===== src/rtl/lcs_div_8bit_pkg.sv =====
// Shared definitions for the 8-bit restoring divider: FSM states and widths.
package lcs_pkg;

  localparam int WIDTH = 8;
  localparam int CNT_W = 3;

  typedef enum logic {
    IDLE = 1'b0,
    RUN  = 1'b1
  } state_e;

endpackage


===== src/rtl/lcs_div_8bit_if.sv =====
// Start/busy/done handshake and operand/result bus of the 8-bit divider.
interface lcs_div_8bit_if;

  logic                      start;
  logic [lcs_pkg::WIDTH-1:0] a;
  logic [lcs_pkg::WIDTH-1:0] b;
  logic                      busy;
  logic                      done_r;
  logic [lcs_pkg::WIDTH-1:0] quo_r;
  logic [lcs_pkg::WIDTH-1:0] rem_r;
  logic                      div_zero_r;

  modport master (
    output start, a, b,
    input  busy, done_r, quo_r, rem_r, div_zero_r
  );

  modport slave (
    input  start, a, b,
    output busy, done_r, quo_r, rem_r, div_zero_r
  );

endinterface


===== src/rtl/lcs_div_8bit_bls_sub_9bit.sv =====
// 9-bit borrow-lookahead subtractor: diff = x - y, bout set when x < y.
module bls_sub_9bit (
  input  logic [8:0] x,
  input  logic [8:0] y,
  output logic [8:0] diff,
  output logic       bout
);

  logic [8:0] g;
  logic [8:0] p;

  // A bit generates a borrow when x=0,y=1 and passes one through when x==y.
  assign g = ~x & y;
  assign p = ~(x ^ y);

  always_comb begin
    logic br;
    br   = 1'b0;
    diff = '0;
    for (int i = 0; i < 9; i++) begin
      diff[i] = x[i] ^ y[i] ^ br;
      br      = g[i] | (p[i] & br);
    end
    bout = br;
  end

endmodule


===== src/rtl/lcs_div_8bit.sv =====
// Sequential 8-bit unsigned restoring divider, one quotient bit per clock.
module lcs_div_8bit
  import lcs_pkg::*;
(
  input  logic           clk,
  input  logic           rst,
  lcs_div_8bit_if.slave  bus
);

  localparam logic [CNT_W-1:0] CNT_LAST = '1;

  state_e             state_q;
  logic [CNT_W-1:0]   cnt_q;
  logic [WIDTH-1:0]   q_q;
  logic [WIDTH-1:0]   r_q;
  logic [WIDTH-1:0]   d_q;
  logic [WIDTH-1:0]   quo_q;
  logic [WIDTH-1:0]   rem_q;
  logic               dz_q;
  logic               done_q;

  logic [WIDTH:0]     partial;
  logic [WIDTH:0]     diff;
  logic               borrow;
  logic               fits;
  logic [WIDTH-1:0]   q_d;
  logic [WIDTH-1:0]   r_d;

  assign partial = {r_q, q_q[WIDTH-1]};

  bls_sub_9bit u_sub (
    .x    (partial),
    .y    ({1'b0, d_q}),
    .diff (diff),
    .bout (borrow)
  );

  // Since r < d, a borrow-free difference never sets the top bit.
  assign fits = ~borrow & ~diff[WIDTH];
  assign r_d  = fits ? diff[WIDTH-1:0] : partial[WIDTH-1:0];
  assign q_d  = {q_q[WIDTH-2:0], fits};

  always_ff @(posedge clk or negedge rst) begin
    if (!rst) begin
      state_q <= IDLE;
      cnt_q   <= '0;
      q_q     <= '0;
      r_q     <= '0;
      d_q     <= '0;
      quo_q   <= '0;
      rem_q   <= '0;
      dz_q    <= 1'b0;
      done_q  <= 1'b0;
    end else begin
      done_q <= 1'b0;
      case (state_q)
        IDLE: begin
          if (bus.start) begin
            if (bus.b != '0) begin
              q_q     <= bus.a;
              r_q     <= '0;
              d_q     <= bus.b;
              cnt_q   <= '0;
              dz_q    <= 1'b0;
              state_q <= RUN;
            end else begin
              // Divide by zero completes on the accepting edge.
              quo_q  <= '1;
              rem_q  <= bus.a;
              dz_q   <= 1'b1;
              done_q <= 1'b1;
            end
          end
        end
        RUN: begin
          q_q   <= q_d;
          r_q   <= r_d;
          cnt_q <= cnt_q + CNT_W'(1);
          if (cnt_q == CNT_LAST) begin
            quo_q   <= q_d;
            rem_q   <= r_d;
            done_q  <= 1'b1;
            state_q <= IDLE;
          end
        end
        default: state_q <= IDLE;
      endcase
    end
  end

  assign bus.busy       = (state_q == RUN);
  assign bus.done_r     = done_q;
  assign bus.quo_r      = quo_q;
  assign bus.rem_r      = rem_q;
  assign bus.div_zero_r = dz_q;

endmodule


===== src/flat_wrapper.sv =====
// flat-port wrapper written by rule: the top's interface ports become plain ports
module lcs_div_8bit_flat import lcs_pkg::*;
  (clk, rst, bus_start, bus_a, bus_b, bus_busy, bus_done_r, bus_quo_r, bus_rem_r, bus_div_zero_r);
  lcs_div_8bit_if bus_i ();
  input  logic clk;
  input  logic rst;
  input wire logic [$bits(bus_i.start)-1:0] bus_start;
  input wire logic [$bits(bus_i.a)-1:0] bus_a;
  input wire logic [$bits(bus_i.b)-1:0] bus_b;
  output wire logic [$bits(bus_i.busy)-1:0] bus_busy;
  output wire logic [$bits(bus_i.done_r)-1:0] bus_done_r;
  output wire logic [$bits(bus_i.quo_r)-1:0] bus_quo_r;
  output wire logic [$bits(bus_i.rem_r)-1:0] bus_rem_r;
  output wire logic [$bits(bus_i.div_zero_r)-1:0] bus_div_zero_r;
  assign bus_i.start = bus_start;
  assign bus_i.a = bus_a;
  assign bus_i.b = bus_b;
  assign bus_busy = bus_i.busy;
  assign bus_done_r = bus_i.done_r;
  assign bus_quo_r = bus_i.quo_r;
  assign bus_rem_r = bus_i.rem_r;
  assign bus_div_zero_r = bus_i.div_zero_r;
  lcs_div_8bit u_core (.clk(clk), .rst(rst), .bus(bus_i));
endmodule

===== config.mk =====
export PLATFORM = sky130hd
export DESIGN_NAME = lcs_div_8bit_flat
export DESIGN_NICKNAME = d
export VERILOG_FILES = /design/src/rtl/lcs_div_8bit_pkg.sv /design/src/rtl/lcs_div_8bit_if.sv /design/src/rtl/lcs_div_8bit_bls_sub_9bit.sv /design/src/rtl/lcs_div_8bit.sv /design/src/flat_wrapper.sv
export SDC_FILE = /design/constraint.sdc
export NUM_CORES = 1
export LEC_CHECK = 0
export CAP_MARGIN = 30
export CORE_MARGIN = 2
export CORE_UTILIZATION = 33
export CTS_CLUSTER_SIZE = 40
export DETAILED_ROUTE_END_ITERATION = 8
export PLACE_DENSITY = 0.51
export SYNTH_ARGS = -nofsm -noshare
export SYNTH_HDL_FRONTEND = slang
export SYNTH_SLANG_ARGS = --single-unit

===== constraint.sdc =====
create_clock -name clk -period 5.19 [get_ports clk]
set_clock_uncertainty 0.15 [all_clocks]
set_input_delay 1.038 -clock clk [delete_from_list [all_inputs] [get_ports clk]]
set_output_delay 1.038 -clock clk [all_outputs]
set_load 0.01 [all_outputs]

==> results of run 1 <==
-- through the flow --
stage                     worst slack (ns)  power [W]  hold WS (ns)  area [sq um]  util (%)
after floorplan                     0.6780   0.001480        0.3073          2201         -
after global placement              0.4581   0.001801        0.3313          2595     40.63
after detailed placement            0.3346   0.001844        0.3333          2615     40.95
after CTS                           0.3204   0.002057        0.3575          2694     42.18
after global routing                0.1020   0.002228        0.3730          2694     42.18
final                               0.3783   0.002029        0.3507          2694     42.18
-- flip-flops by register name, indices dropped and copies added, names as in the netlist --
register	flops
u_core.bus.quo_r	8
u_core.bus.done_r	1
u_core.r_q	8
u_core.q_q	8
u_core.bus.div_zero_r	1
u_core.d_q	8
u_core.bus.rem_r	8
u_core.bus.busy	1
u_core.cnt_q	3
-- final cells by class --
| cell class | instances | area (sq um) |
|---|---|---|
| clock inverters | 2 | 10.01 |
| clock buffers | 5 | 68.82 |
| well taps | 77 | 96.34 |
| repair buffers | 39 | 392.9 |
| fillers | 607 | 3692 |
| multi-input cells | 100 | 929.6 |
| inverters | 12 | 45.04 |
| flip-flops and latches | 46 | 1151 |
-- path summary, 6_finish.rpt --
kind	end	start	depth (start not counted)
min in group asynchronous	u_core.cnt_q[2]	rst	1
max	u_core.bus.rem_r[2]	u_core.q_q[7]	15
max in group asynchronous	u_core.r_q[4]	rst	2
max reg2reg	u_core.bus.rem_r[2]	u_core.q_q[7]	15
min	u_core.bus.div_zero_r	u_core.bus.div_zero_r	1
min reg2reg	u_core.bus.div_zero_r	u_core.bus.div_zero_r	1
-- metal layers --
metal / vias to the layer above / GRT usage, %
met2: 36 / 23.79
met4: 0 / 3.463
met1: 714 / 20.58
li1: 657 / -
met5: - / 0
met3: 5 / 3.561
-- cell families after synthesis --
kind of cell               synth area share, %
DFF                                      52.30
xor gates and xnor gates                 1.649
buffers and inverters                    5.457
AOI/OAI and AO/OA                        12.17
and+or+nand+nor                          5.515
muxes                                    14.84
adders and majority gates                8.073
-- power by group through the flow --
stage          logic (W)  clock network (W)  registers, W
5_1_grt          0.00130           0.000233      0.000698
4_1_cts          0.00117           0.000214      0.000674
6_report         0.00115           0.000210      0.000672
2_1_floorplan   0.000794                  0      0.000686
3_5_place_dp     0.00116                  0      0.000679
3_3_place_gp     0.00113                  0      0.000669
-- worst register-to-register path, cell delays in order (launching register included) --
cell	delay, ns
dfrtp_1	0.41
inv_1	0.07
ha_1	0.14
inv_1	0.05
fa_1	0.45
fa_1	0.46
fa_1	0.47
fa_1	0.46
fa_1	0.43
inv_1	0.09
fa_1	0.20
fa_1	0.31
xor2_4	0.33
mux2i_1	0.31
a21oi_1	0.10
mux2_2	0.28
-- cells in the final DEF, fill, tap and decap left out --
cell type and instances:
ha_1 3, a31oi_1 3, o22ai_1 1, xor2_4 1
buf_12 1, clkinv_2 2, dfrtp_1 46, o21a_1 1
o221a_2 7, mux2i_1 6, nor2_1 9, nor4_1 2
nand2_1 5, clkinv_1 1, clkdlybuf4s50_1 36, buf_4 1
a21oi_1 6, a21oi_2 2, xnor2_1 1, fa_1 7
o211ai_1 2, mux2_4 2, nand2b_1 7, o21ai_0 3
clkbuf_8 5, nand2_2 1, a21o_1 1, a22o_1 2
o2bb2ai_1 5, a32o_1 1, nor2b_1 1, mux2_2 21
inv_1 11, buf_2 1
==> qor.yml, run 1 <==
global_routing:
  pin_count_of_the_biggest_net_entering_global_routing: 32
  first_pass_grt_wire_length_microns: 8431
  grt.total_usage_pct: 14.87
  grt_pass1_vias: 1615
  grt.overflow.total: 0
  antenna_found_initial: 0
route:
  met2WireLength_microns: 2291
  ant_nets: 0
  post_drt_via_cell_ratio: 5.025
  detailedRoute.firstIterationViolations: 75
  wl_met3_microns: 246
  detail_route.drc_violations: 0
  vias: 1412
  wl_met1_microns: 2253
  top_signal_layer_used: "met4"
  route.detailed.wl_per_inst_microns: 17.24
  first_pass_iters: 4
  totalWireLength_microns: 4844
die:
  die-width_microns: 85.67
  initial_utilization_pct: 34.46
  fp-row-count: 29
  die_y_microns: 85.67
  num_io_pins: 38
  fp.dieArea_sq_um: 7338
  floorplan.core_area_sq_um: 6386
clock_tree:
  tritoncts: "built"
  inserted_clock_buffers: 5
  cts.sink_count: 46
  clock_insertion_delay_worst_skew_ns: 0.30
  clock_tree.buffer_depth: 2
  post_cts_resize_count: 0
  post_cts.repair.setup_buffers: 0
  clock-root-buffer: "clkbuf_8"
  hold_buf_cts: 0
  h-tree-depth: 2
  register_clock_pin_slew_on_the_reported_worst_setup_and_hold_paths_ns: 0.08
setup_path:
  critPathRequiredTime_ns: 5.23
  timing.critical_path.slowest_stage_cell: "fa_1"
  regToRegSetupSlack_ns: 0.38
  critPathBufInv: 3
  setup.worst_path.class: "flop to flop"
  cpLargestDelayFamily: "adder cells"
  critical_path.most_common_cell: "fa_1"
  timing.critical_path.from_type: "flop"
  arrival_time_at_the_worst_endpoint_ns: 4.85
  critical-path-max-stage-delay_ns: 0.47
  critical_path.cell_chain: "inv_1 > ha_1 > inv_1 > fa_1 > fa_1 > fa_1 > fa_1 > fa_1 > inv_1 > fa_1 > fa_1 > xor2_4 > mux2i_1 > a21oi_1 > mux2_2"
  worst_setup_path_end_kind: "flop"
  worstPathMaxFanout: 8
sta:
  final.min_clock_period_ns: 4.812
  total_setup_violations_reported_at_the_end_of_the_flow: 0
  final.period_utilization_pct: 92.71
  worstMarginPinSlew_ns: 0.9160
  rsz0062_at_grt: "no"
  fmaxAchievable_ghz: 0.2078
  setup_total_negative_slack_ns: 0
  timing_max_transition_violations_final: 0
  hold_vio_cnt_final: 0
  maxSlewHeadroom_pct: 38.93
power:
  irDropWorstVdd_mv: 0.2655
  power.sequential.fraction_pct: 33.1
  pwr-share-comb_pct: 56.5
  cellInternalPower_w: 0.001243
  power.density_nw_per_um2: 753.2
  clkPwrFrac_pct: 10.4
  netSwitchingPower_w: 0.0007858
  reported_leakage_power_nw: 1.124
  switching_share_pct: 38.73
yosys:
  synth_commonest_cells: "46 x dfrtp_1, 21 x mux2_2, 11 x inv_1"
  synth.top_cell.area_share_pct: 52.30
  synth_net_count: 194
  synth_cell_types: 33
  synth.avg_cell_area_sq_um: 13.34
  synth_top_cells_by_area: "dfrtp_1 52%, mux2_2 11%, fa_1 6.4%"
  synth.yosys.warnings: 0
  synth_async_sr_flop_share_pct: 100.0
  synth-seq-cells: 46
  synth_top_cell_by_area: "dfrtp_1"
  post-synth-top-count-cell: "dfrtp_1"
  number_of_standard_cells_after_synthesis: 165
  most_common_flop_cell_mapped_by_yosys: "dfrtp_1"
  count_of_flip_flops_with_a_built_in_enable_after_synthesis: 0
  syn_area_sq_um: 2201
  synth_sequential_area_ratio_pct: 52.30
run:
  max_cap_viol_count: 0
cells_and_area:
  layoutNonFillerInstCount: 281
  antenna_cells: 0
  area_delta_synth_final_pct: 22.40
  layout.nets: 233
  drive_gt1_share_pct: 21.57
placement:
  port_buffers: 37
  place_hpwl_microns: 3554
  numPlacedInstances: 274
  globalplace.congestion: 0.7486
run_status:
  outcome: "finished clean"
min_path:
  min_path_type: "flop to flop"
No activity file was read; power rests on OpenSTA's default activity.
==> run 2: changes to the inputs <==
--- a/config.mk
+++ b/config.mk
@@ -6,11 +6,14 @@
 export NUM_CORES = 1
 export LEC_CHECK = 0
 export CAP_MARGIN = 30
+export CELL_PAD_IN_SITES_DETAIL_PLACEMENT = 0
+export CELL_PAD_IN_SITES_GLOBAL_PLACEMENT = 1
 export CORE_MARGIN = 2
 export CORE_UTILIZATION = 33
 export CTS_CLUSTER_SIZE = 40
 export DETAILED_ROUTE_END_ITERATION = 8
-export PLACE_DENSITY = 0.51
+export PLACE_DENSITY = 0.61
+export SKIP_CTS_REPAIR_TIMING = 1
 export SYNTH_ARGS = -nofsm -noshare
 export SYNTH_HDL_FRONTEND = slang
 export SYNTH_SLANG_ARGS = --single-unit
==> run 2 against run 1 <==
Global-route usage down 0.59 points. Register-to-register slack about the same. Critical endpoint is now u_core.bus.rem_r[4]. Non-clock buffer count unchanged. Maximum frequency down 0.13%. Largest power group unchanged. Routed wire length down 2.6%.
==> qor.yml, run 2 (same netlist as run 1, synthesis figures left out) <==
run_status:
  outcome: "finished clean"
global_routing:
  grt.total_usage_pct: 14.28
  grt.overflow.total: 0
  antenna_found_initial: 0
  grt_pass1_vias: 1501
  pin_count_of_the_biggest_net_entering_global_routing: 31
  first_pass_grt_wire_length_microns: 7976
power:
  irDropWorstVdd_mv: 0.2880
  reported_leakage_power_nw: 1.134
  power.density_nw_per_um2: 757.8
route:
  first_pass_iters: 4
  detailedRoute.firstIterationViolations: 46
  totalWireLength_microns: 4719
  ant_nets: 0
  route.detailed.wl_per_inst_microns: 16.73
  detail_route.drc_violations: 0
  vias: 1441
  post_drt_via_cell_ratio: 5.110
sta:
  rsz0062_at_grt: "no"
  timing_max_transition_violations_final: 0
  hold_vio_cnt_final: 0
  total_setup_violations_reported_at_the_end_of_the_flow: 0
  fmaxAchievable_ghz: 0.2076
  maxSlewHeadroom_pct: 36.41
  worstMarginPinSlew_ns: 0.9539
  final.period_utilization_pct: 92.83
  setup_total_negative_slack_ns: 0
  final.min_clock_period_ns: 4.818
clock_tree:
  register_clock_pin_slew_on_the_reported_worst_setup_and_hold_paths_ns: 0.09
  tritoncts: "built"
  h-tree-depth: 2
  clock_tree.buffer_depth: 2
  cts.sink_count: 46
  inserted_clock_buffers: 5
  clock_insertion_delay_worst_skew_ns: 0.30
  clock-root-buffer: "clkbuf_8"
setup_path:
  arrival_time_at_the_worst_endpoint_ns: 4.86
  worst_setup_path_end_kind: "flop"
  r2r_end: "u_core.bus.rem_r[4]"
  timing.critical_path.from_type: "flop"
  reg2reg_from: "u_core.q_q[7]"
  critPathRequiredTime_ns: 5.23
  regToRegSetupSlack_ns: 0.37
  worstPathMaxFanout: 8
  reg2regPathDepth: 15
  setup.worst_path.class: "flop to flop"
placement:
  port_buffers: 37
  globalplace.congestion: 0.7665
  place_hpwl_microns: 3439
die:
  die_y_microns: 85.67
  fp.dieArea_sq_um: 7338
  die-width_microns: 85.67
  floorplan.core_area_sq_um: 6386
  num_io_pins: 38
  fp-row-count: 29
  initial_utilization_pct: 34.46
cells_and_area:
  drive_gt1_share_pct: 21.46
  antenna_cells: 0
  mostFrequentLayoutCells: "46 x dfrtp_1, 36 x clkdlybuf4s50_1, 21 x mux2_2"
  area_delta_synth_final_pct: 24.16
  mostFrequentLayoutCell: "dfrtp_1"
  utilization_pct: 42.79
  layout.nets: 233
  fillCellCount: 599
min_path:
  min_path_type: "flop to flop"
  worstHoldPathCells: 1
  timing.hold.worst.start: "u_core.cnt_q[0]"
  worst_hold_path.endpoint: "u_core.cnt_q[0]"
run:
  max_cap_viol_count: 0
## run 2: through the flow
stage | worst slack, ns | std cells | total power, W | hold slack, ns | instance area [sq um]
2_1_floorplan | 0.6780 | 165 | 0.001480 | 0.3073 | 2201
3_3_place_gp | 0.4552 | 273 | 0.001806 | 0.3265 | 2595
3_5_place_dp | 0.3401 | 274 | 0.001831 | 0.3339 | 2623
4_1_cts | 0.3348 | 282 | 0.002102 | 0.3564 | 2733
5_1_grt | 0.1520 | 282 | 0.002269 | 0.3842 | 2733
6_report | 0.3721 | 282 | 0.002071 | 0.3437 | 2733
## run 2: critical path: stages, from the launching register on
cell and delay [ns]:
dfrtp_1 0.41, inv_1 0.07, ha_1 0.13, inv_1 0.05
fa_1 0.44, fa_1 0.46, fa_1 0.46, fa_1 0.46
fa_1 0.43, inv_1 0.10, fa_1 0.20, fa_1 0.31
xor2_4 0.34, mux2i_1 0.31, a21oi_1 0.10, mux2_2 0.27
## run 2: layer usage
| metal | vias up | GRT usage, % | routed length [microns] |
|---|---|---|---|
| met4 | 0 | 4.040 | 46 |
| met3 | 5 | 4.042 | 195 |
| met1 | 743 | 19.89 | 2225 |
| met5 | - | 0 | 0 |
| met2 | 28 | 21.88 | 2252 |
| li1 | 665 | - | - |
## run 2: final cells by class
class                   count  area, sq um  area share [%]
well taps                  77        96.34           3.526
multi-input cells         100        929.6           34.02
inverters                  12        45.04           1.648
clock inverters             2        37.54           1.374
flip-flops and latches     46         1151           42.12
repair buffers             39        400.4           14.65
clock buffers               6        72.57           2.656
## run 2: worst max-delay path by stage
stage	slack [ns]	start	endpoint	cells after the start
after floorplan	0.68	u_core.q_q[7]	u_core.bus.rem_r[5]	15
after global placement	0.46	u_core.q_q[7]	u_core.bus.rem_r[1]	15
after detailed placement	0.34	u_core.q_q[7]	u_core.bus.rem_r[1]	15
after CTS	0.33	u_core.q_q[7]	u_core.bus.rem_r[1]	15
after global routing	0.15	u_core.q_q[7]	u_core.bus.rem_r[2]	15
final	0.37	u_core.q_q[7]	u_core.bus.rem_r[4]	15
## run 2: report_power, final
group / total (W) / leakage [nW] / switching, W / internal (W)
Clock: 0.000268 / 0.0514 / 0.000124 / 0.000144
Combinational: 0.00113 / 0.547 / 0.000540 / 0.000595
Sequential: 0.000668 / 0.536 / 0.000115 / 0.000554
Total: 0.00207 / 1.13 / 0.000779 / 0.00129
==> run 3: changes to the inputs <==
--- a/config.mk
+++ b/config.mk
@@ -12,7 +12,7 @@
 export CORE_UTILIZATION = 33
 export CTS_CLUSTER_SIZE = 40
 export DETAILED_ROUTE_END_ITERATION = 8
-export PLACE_DENSITY = 0.61
+export PLACE_DENSITY = 0.63
 export SKIP_CTS_REPAIR_TIMING = 1
 export SYNTH_ARGS = -nofsm -noshare
 export SYNTH_HDL_FRONTEND = slang
==> constraint.sdc (replaced) <==
create_clock -name clk -period 4.2 [get_ports clk]
set_clock_uncertainty 0.15 [all_clocks]
set_input_delay 0.84 -clock clk [delete_from_list [all_inputs] [get_ports clk]]
set_output_delay 0.84 -clock clk [all_outputs]
set_load 0.01 [all_outputs]
==> run 3 against run 2 <==
Non-clock buffer count increased by 9. Sequential power grew 25%. Sequential cell count unchanged. Maximum frequency rose by 11%. Count of clock-buffer cells in the layout shrank 1. Cell count up 3.2%. Routed wire length up 5.2%. Cell area is 3.8% higher. Global-route usage rose by 0.067 points. Critical path type unchanged. The run now ends with setup timing left. Largest cell class unchanged. First-iteration DRC count grew 43%. Sequential share of layout area is 1.5 points lower. Worst setup slack worse by 0.50 ns.
==> qor.yml, run 3 (same netlist as run 1, synthesis figures left out) <==
die:
  num_io_pins: 38
  die_y_microns: 85.67
  floorplan.core_area_sq_um: 6386
  initial_utilization_pct: 34.46
  fp-row-count: 29
  die-width_microns: 85.67
  fp.dieArea_sq_um: 7338
clock_tree:
  clock-root-buffer: "clkbuf_8"
  inserted_clock_buffers: 5
  tritoncts: "built"
  cts.sink_count: 46
  clock_tree.buffer_depth: 2
  h-tree-depth: 2
  clock_insertion_delay_worst_skew_ns: 0.31
  register_clock_pin_slew_on_the_reported_worst_setup_and_hold_paths_ns: 0.10
setup_path:
  path_depth: 16
  reg2reg_from: "u_core.q_q[7]"
  timing.critical_path.from_type: "flop"
  setup.worst_path.class: "flop to flop"
  worst_setup_path_end_kind: "flop"
  arrival_time_at_the_worst_endpoint_ns: 4.43
  critPathBufInv: 4
  critical_path.cell_chain: "inv_1 > ha_2 > inv_2 > fa_2 > fa_2 > fa_2 > fa_2 > fa_2 > inv_2 > fa_2 > fa_2 > xor2_4 > buf_6 > mux2_4 > a21oi_2 > mux2_4"
  critical-path-max-stage-delay_ns: 0.40
  critical_path.most_common_cell: "fa_2"
  cpLargestDelayFamily: "adder cells"
  regToRegSetupSlack_ns: -0.13
  critPathRequiredTime_ns: 4.30
  r2r_end: "u_core.bus.rem_r[7]"
  reg2regPathDepth: 16
  timing.critical_path.slowest_stage_cell: "fa_2"
  worstPathMaxFanout: 7
power:
  reported_leakage_power_nw: 1.163
  total_power_w: 0.002842
  irDropWorstVdd_mv: 0.4105
  power.density_nw_per_um2: 1002
min_path:
  min_path_type: "primary input to async pin"
sta:
  final_critical_path_setup_slack_ns: -0.1260
  final.min_clock_period_ns: 4.326
  worstMarginPinSlew_ns: 0.7909
  rsz0062_at_grt: "yes"
  hold_vio_cnt_final: 0
  setup_total_negative_slack_ns: -0.7985
  final.period_utilization_pct: 103.0
  timing_max_transition_violations_final: 0
  fmaxAchievable_ghz: 0.2312
  maxSlewHeadroom_pct: 47.27
  total_setup_violations_reported_at_the_end_of_the_flow: 8
cells_and_area:
  area_delta_synth_final_pct: 28.82
  mostFrequentLayoutCells: "46 x dfrtp_1, 36 x clkdlybuf4s50_1, 20 x mux2_2"
  drive_gt1_share_pct: 33.64
  layout.nets: 242
  mostFrequentLayoutCell: "dfrtp_1"
  antenna_cells: 0
run:
  max_cap_viol_count: 0
run_status:
  violated_checks: "setup timing"
  outcome: "complete, but fails checks"
route:
  totalWireLength_microns: 4963
  vias: 1470
  route.detailed.wl_per_inst_microns: 17.05
  detail_route.drc_violations: 0
  first_pass_iters: 4
  post_drt_via_cell_ratio: 5.052
  ant_nets: 0
  detailedRoute.firstIterationViolations: 66
global_routing:
  first_pass_grt_wire_length_microns: 8128
  grt.overflow.total: 0
  pin_count_of_the_biggest_net_entering_global_routing: 35
  grt.total_usage_pct: 14.35
  antenna_found_initial: 0
  grt_pass1_vias: 1554
placement:
  port_buffers: 37
  globalplace.congestion: 0.8007
  place_hpwl_microns: 3513
==> run 3: worst max path at each step <==
stage / start / to / slack [ns]
after floorplan: u_core.q_q[7] / u_core.bus.rem_r[5] / 0.01
after global placement: u_core.q_q[7] / u_core.bus.rem_r[1] / -0.15
after detailed placement: u_core.q_q[7] / u_core.bus.rem_r[1] / -0.25
after CTS: u_core.q_q[7] / u_core.bus.rem_r[1] / -0.26
after global routing: u_core.q_q[7] / u_core.bus.rem_r[5] / -0.27
final: u_core.q_q[7] / u_core.bus.rem_r[7] / -0.13
==> run 3: power breakdown <==
group          switching [W]  total (W)  internal (W)
sequential          0.000149   0.000833      0.000684
clock               0.000164   0.000281      0.000117
combinational       0.000778    0.00173      0.000950
==> run 3: layout make-up <==
| type | instances | area [sq um] |
|---|---|---|
| Fill cell | 612 | 3551 |
| Sequential cell | 46 | 1151 |
| Multi-Input combinational cell | 100 | 988.4 |
| Timing Repair Buffer | 48 | 464.2 |
| Tap cell | 77 | 96.34 |
| Clock buffer | 5 | 68.82 |
| Inverter | 12 | 45.04 |
| Clock inverter | 3 | 21.27 |
==> run 3: metrics by stage <==
stage / area, sq um / setup slack, ns / utilization [%] / std cells / hold WS, ns
after floorplan: 2213 / 0.01328 / - / 165 / 0.3073
after global placement: 2638 / -0.1473 / 41.30 / 277 / 0.3265
after detailed placement: 2658 / -0.2455 / 41.61 / 278 / 0.3315
after CTS: 2748 / -0.2567 / 43.03 / 286 / 0.2668
after global routing: 2835 / -0.2714 / 44.40 / 291 / 0.2678
final: 2835 / -0.1260 / 44.40 / 291 / 0.2643
==> run 3: layer usage <==
layer,up-vias,part of all wire (%),track usage [%]
met4,0,0.34,2.597
met5,-,0,0
met2,31,48,22.37
met1,758,48,20.00
met3,2,4.3,4.524
li1,679,-,-
==> run 3: worst register-to-register path: stages (launching register included) <==
cell,delay [ns]
dfrtp_1,0.39
inv_1,0.06
ha_2,0.16
inv_2,0.04
fa_2,0.34
fa_2,0.40
fa_2,0.40
fa_2,0.37
fa_2,0.36
inv_2,0.07
fa_2,0.20
fa_2,0.27
xor2_4,0.34
buf_6,0.15
mux2_4,0.31
a21oi_2,0.12
mux2_4,0.14
